File: src/rtl/pipelined_nbit_adder.sv
// pipelined_nbit_adder: {cout,sum} = a + b + ci over STAGES registered ripple segments; ADDER_OVERFLOW_FLAG_EN adds signed-overflow output ovf
module pipelined_nbit_adder #(
  parameter int N = 8,
  parameter int STAGES = 1
) (
  input  logic         clk,
  input  logic         rst,
  input  logic         in_valid,
  input  logic [N-1:0] a,
  input  logic [N-1:0] b,
  input  logic         ci,
  output logic         out_valid,
  output logic [N-1:0] sum,
  output logic         cout
`ifdef ADDER_OVERFLOW_FLAG_EN
  ,
  output logic         ovf
`endif
);
  localparam int W = (N + STAGES - 1) / STAGES;
  logic         v_p [STAGES+1];
  logic [N-1:0] s_p [STAGES+1];
  logic         c_p [STAGES+1];
  logic [N-1:0] a_p [STAGES];
  logic [N-1:0] b_p [STAGES];
  assign v_p[0] = in_valid;
  assign s_p[0] = '0;
  assign c_p[0] = ci;
  assign a_p[0] = a;
  assign b_p[0] = b;
  for (genvar k = 0; k < STAGES; k++) begin : g_st
    localparam int LO = k * W;
    localparam int HI = ((k + 1) * W > N) ? N : (k + 1) * W;
    localparam logic [N-1:0] M = (HI > LO) ? (({N{1'b1}} >> (N - HI + LO)) << LO) : '0;
    logic [N:0]   t;
    logic [N-1:0] s_n;
    logic         c_n;
    logic         v_q;
    logic [N-1:0] s_q;
    logic         c_q;
    assign t   = (N+1)'(a_p[k] & M) + (N+1)'(b_p[k] & M) + ((N+1)'(c_p[k]) << LO);
    assign s_n = s_p[k] | (N'(t) & M);
    assign c_n = (HI > LO) ? t[HI] : c_p[k];
    // Valid always advances; partial sum and carry only load on valid so bubbles hold the last result.
    always_ff @(posedge clk or posedge rst) begin
      if (rst) begin
        v_q <= 1'b0;
        s_q <= '0;
        c_q <= 1'b0;
      end else begin
        v_q <= v_p[k];
        if (v_p[k]) begin
          s_q <= s_n;
          c_q <= c_n;
        end
      end
    end
    assign v_p[k+1] = v_q;
    assign s_p[k+1] = s_q;
    assign c_p[k+1] = c_q;
    if (k < STAGES - 1) begin : g_op
      logic [N-1:0] a_q;
      logic [N-1:0] b_q;
      // Operands travel with their partial result until their upper segments are consumed.
      always_ff @(posedge clk or posedge rst) begin
        if (rst) begin
          a_q <= '0;
          b_q <= '0;
        end else if (v_p[k]) begin
          a_q <= a_p[k];
          b_q <= b_p[k];
        end
      end
      assign a_p[k+1] = a_q;
      assign b_p[k+1] = b_q;
    end
`ifdef ADDER_OVERFLOW_FLAG_EN
    else begin : g_ovf
      logic o_q;
      // Carry into the MSB is recovered as a^b^sum at bit N-1, then xored with the final carry.
      always_ff @(posedge clk or posedge rst) begin
        if (rst) o_q <= 1'b0;
        else if (v_p[k]) o_q <= a_p[k][N-1] ^ b_p[k][N-1] ^ s_n[N-1] ^ c_n;
      end
      assign ovf = o_q;
    end
`endif
  end
  assign out_valid = v_p[STAGES];
  assign sum       = s_p[STAGES];
  assign cout      = c_p[STAGES];
endmodule

File: config.mk
export PLATFORM = sky130hd
export DESIGN_NAME = pipelined_nbit_adder
export DESIGN_NICKNAME = d
export VERILOG_FILES = /design/src/rtl/pipelined_nbit_adder.sv
export SDC_FILE = /design/constraint.sdc
export NUM_CORES = 1
export LEC_CHECK = 0
export ABC_AREA = 0
export BUFFER_PORTS_ARGS = -buffer_cell sky130_fd_sc_hd__buf_2
export CORE_AREA = 10 10 53 55
export DETAILED_ROUTE_END_ITERATION = 12
export DIE_AREA = 0 0 63 65
export MAX_ROUTING_LAYER = met4
export PLACE_DENSITY = 0.79
export SLEW_MARGIN = 20
export SYNTH_ARGS = -nofsm -noshare
export SYNTH_HDL_FRONTEND = slang
export SYNTH_SLANG_ARGS = --single-unit
File: constraint.sdc
create_clock -name clk -period 2.5 [get_ports clk]
set_input_delay 0.375 -clock clk [delete_from_list [all_inputs] [get_ports clk]]
set_output_delay 0.375 -clock clk [all_outputs]
set_load 0.02 [all_outputs]
# Word-level counts from Yosys, hierarchy flattened
# Index checks and enable logic that the tools add are counted.
# Widths: inputs -> output; s select.
# classes
n_addsub,2
# op_table
op,count
$add 8x8->9,1
$add 9x1->9,1
# totals
reg_bits,10
inputBits,20
word_cells,5

# Logic depth before layout (Yosys ltp)
# depth
word_depth,2
mapped_depth,6
mapped_depth_nobuf,6

# Worst setup path before layout
# OpenSTA, ideal clock, no wires.
# synth_timing
path_kind,input -> register
from,input port a[0]
to,"register g_st[0].s_q[6], in the netlist sum[6]"
t_arrival_ps,2057
slack_ps,311
stages,6
n_path_buf,0
path_cell_list,fa_1 fa_1 a211oi_2 nor2_1 o21ai_0 or3b_1
# synth_via
elab_chain_cells,2
# synth_lines
element,line,text
from (decl),9,"input logic [N-1:0] a,"
$add 8x8->9,41,assign t = (N+1)'(a_p[k] & M) + (N+1)'(b_p[k] & M) + ((N+1)'(c_p[k]) << LO);
$add 9x1->9,41,
to (signal assigned),53,s_q <= s_n;
to (decl),39,logic [N-1:0] s_q;
# Every way passes these cells.
# A chain may end at the register's enable or synchronous reset.

# Worst setup path after layout
# Same ends and word-level chain as after synthesis.

==> reports/summary.txt <==
=====================================================================================
Cell area after technology mapping .....................................    758 sq um
Syn Nets ...............................................................          105
Growth of design area from synthesis to finish .........................        26.4%
Cell Count Post-Placement ..............................................          129
Yosys cell types .......................................................           29
Count of clock tree sinks ..............................................           10
Buffers on Ports .......................................................           29
Standard-cell row count ................................................           16
Post-synthesis register bit count ......................................           10
Worst hold margin ......................................................    0.0768 ns
Starting DRC count in detailed routing .................................           17
Share of the yosys chip area belonging to registers ....................        0.330
Cell depth of the worst flop-to-flop path ..............................            3
Post-CTS setup buffer count ............................................            0
Total via count in the routed design ...................................          686
Total negative slack for setup checks ..................................         0 ns
Die Span X .............................................................        63 um
Average routed wire per standard cell ..................................      12.9 um
Slew of the pin with the lowest slew margin ............................     0.398 ns
Ratio of total power to cell area ......................................  581 nW/um^2
Final Max Tran Viols ...................................................            0
Clock skew after layout ................................................         0 ns
Root Buffer Master .....................................................     clkbuf_4
Final critical-path required period ....................................      2.17 ns
Clk pin slew, worst setup/hold paths ...................................      0.07 ns
Commonest cells after routing, fill and taps aside ..................... buf_2 (29), dfrtp_1 (10), o21ai_0 (7), ha_1 (7), nor2_1 (6)
Unrepaired setup endpoints after global routing ........................           no
Crit start category .................................................... primary input
Non-filler cells in the finished layout ................................          133
Worst min-delay path category ..........................................  in -> async
Slew headroom ..........................................................        0.735
ANT nets after route ...................................................            0
Detailed Route WL ......................................................      1720 um
Initial core utilization ...............................................        0.407
Clock insertion delay at the later pin of the skew report ..............      0.26 ns
Total number of yosys warnings .........................................            0
Fraction of layout instances using a drive strength above 1 ............        0.406
Outcome ................................................................    completed
Post-route DRC .........................................................            0
Sequential cell area ...................................................    250 sq um
Placer Congestion ......................................................        0.817
Maximum operating frequency ............................................      461 MHz
Maximum number of pins on one net before global-route repair ...........           22
Total setup violations reported at the end of the flow .................            0
Die ar. ................................................................   4100 sq um
CTS HTree Levels .......................................................            1
Maximum root-to-sink buffer count ......................................            2
Pleak ..................................................................     0.460 nW
Worst ir drop on vdd ...................................................     0.297 mV
Crit Path Class ........................................................    in -> reg
Mapped Avg Cell Area ...................................................   9.98 sq um
Fin nets ...............................................................          136
Highest fanout seen on the critical path ...............................            3
Count of mapped cells out of synthesis .................................           76
Worst path most repeated cell ..........................................         fa_1
Number of antenna violations at the first check in global routing ......            0
Area of the multi-input gates ..........................................    478 sq um
Routed via count divided by cell count .................................         5.16
Largest stage delay on the critical path ...............................      0.48 ns
Arrival time at the worst endpoint .....................................      2.31 ns
CTS buffer count .......................................................            3
Number of top-level pins ...............................................           30
Slowest stage cell on the critical path ................................         fa_1
TritonCTS clock tree ...................................................          yes
Quantity of hold-fixing buffers added after cts ........................            0
Die Y-Extent ...........................................................        65 um
Maximum capacitance violations .........................................            0
Total grt overflow .....................................................            0
Cells along the critical path .......................................... buf_2, fa_1, fa_1, a211oi_2, nor2_1, o21ai_0, or3b_1
Fill count .............................................................          180
Fin. Hold Viols ........................................................            0
Worst setup EP type ....................................................         flop
Most frequent standard cell in the layout excluding fill and tap cells .        buf_2
Inserted Diodes ........................................................            0
Number of gates given a new drive strength after cts ...................            0
First-pass GRT wire length .............................................      2750 um
Period utilization .....................................................        0.867
Required time at the worst-slack endpoint ..............................      2.65 ns
TritonRoute pass-1 iters ...............................................            4
Core Footprint .........................................................   1860 sq um
Hpwl dp ................................................................      1460 um
All-Layer GR Usage .....................................................       0.0837
Via count of the first global-routing pass .............................          672
Total power draw .......................................................     0.557 mW
=====================================================================================
## cells by family (layout without fill, tap and decap cells)
| group | after synthesis | after routing | synth area share |
|---|---|---|---|
| AO/OA/AOI/OAI | 25 | 25 | 0.241 |
| XOR/XNOR | 2 | 2 | 0.0231 |
| adder cells (fa/ha/maj) | 9 | 9 | 0.168 |
| buffers and inverters | 7 | 37 | 0.0396 |
| flip-flops | 10 | 10 | 0.330 |
| multiplexers | 5 | 5 | 0.0759 |
| AND/OR/NAND/NOR | 18 | 18 | 0.122 |
## metrics by stage
stage	area (sq um)	setup slack, ns	utilization
2_1_floorplan	758	0.311	-
3_3_place_gp	922	0.147	0.495
3_5_place_dp	922	0.0815	0.495
4_1_cts	958	0.339	0.515
5_1_grt	958	0.256	0.515
6_report	958	0.332	0.515
## routing by layer
layer / up-vias / global-route usage / part of all wire
met3: 2 / 0.0498 / 0.11
met5: - / - / 0
met1: 320 / 0.0746 / 0.37
li1: 341 / - / -
met2: 23 / 0.155 / 0.52
met4: 0 / 0.00838 / 0.0035
## area by class of cell
class                      count  share of cell area
multi-input combinational     59               0.499
clock buffer                   4              0.0379
tap                           27              0.0352
timing repair buffer          29               0.151
inverter                       4              0.0157
sequential                    10               0.261
## flip-flops by register name (all words and copies together), names as in the netlist
name and cells:
sum 8, out_valid 1, cout 1
## critical path, delay by kind of cell
kind | cells | cell delay [ns]
AOI/OAI and AO/OA | 2 | 0.41
adders and majority gates | 2 | 0.94
buffers and inverters | 1 | 0.11
and+or+nand+nor | 2 | 0.47
## worst paths after layout
check | startpoint | end | slack, ns
max in group asynchronous | rst | sum[0] | 2.14
setup reg to reg | sum[6] | sum[6] | 1.47
min in group clk | in_valid | out_valid | 0.42
setup / recovery | a[0] | sum[6] | 0.33
hold reg to reg | sum[0] | sum[0] | 0.50
hold / removal | rst | sum[3] | 0.08
## where the power goes
part	switching [mW]	total [mW]	internal (mW)
logic	0.120	0.208	0.0883
registers	0.0128	0.202	0.189
clock network	0.0583	0.147	0.0885
## Yosys cell counts
master	instances	area, sq um
fa_1	2	40.0
a211oi_2	2	25.0
mux2_4	1	15.0
o221ai_2	1	15.0
a21o_1	1	7.51
xnor2_1	2	17.5
or3b_1	1	8.76
a21o_2	1	8.76
nor3b_1	1	7.51
or2b_2	1	8.76
a211oi_1	2	15.0
ha_1	7	87.6
nand3_1	1	5.00
mux2i_1	2	20.0
o32ai_2	1	16.3
nand4b_1	1	8.76
inv_1	4	15.0
nor4_1	1	6.26
buf_2	3	15.0
nor2b_1	1	6.26
o21ai_0	7	35.0
nand2_1	5	18.8
dfrtp_1	10	250
mux2_2	2	22.5
o31ai_1	1	7.51
a21oi_1	5	25.0
nor2_1	6	22.5
o22ai_1	3	18.8
o21ai_2	1	8.76
Power figures use the tool's default switching activity.
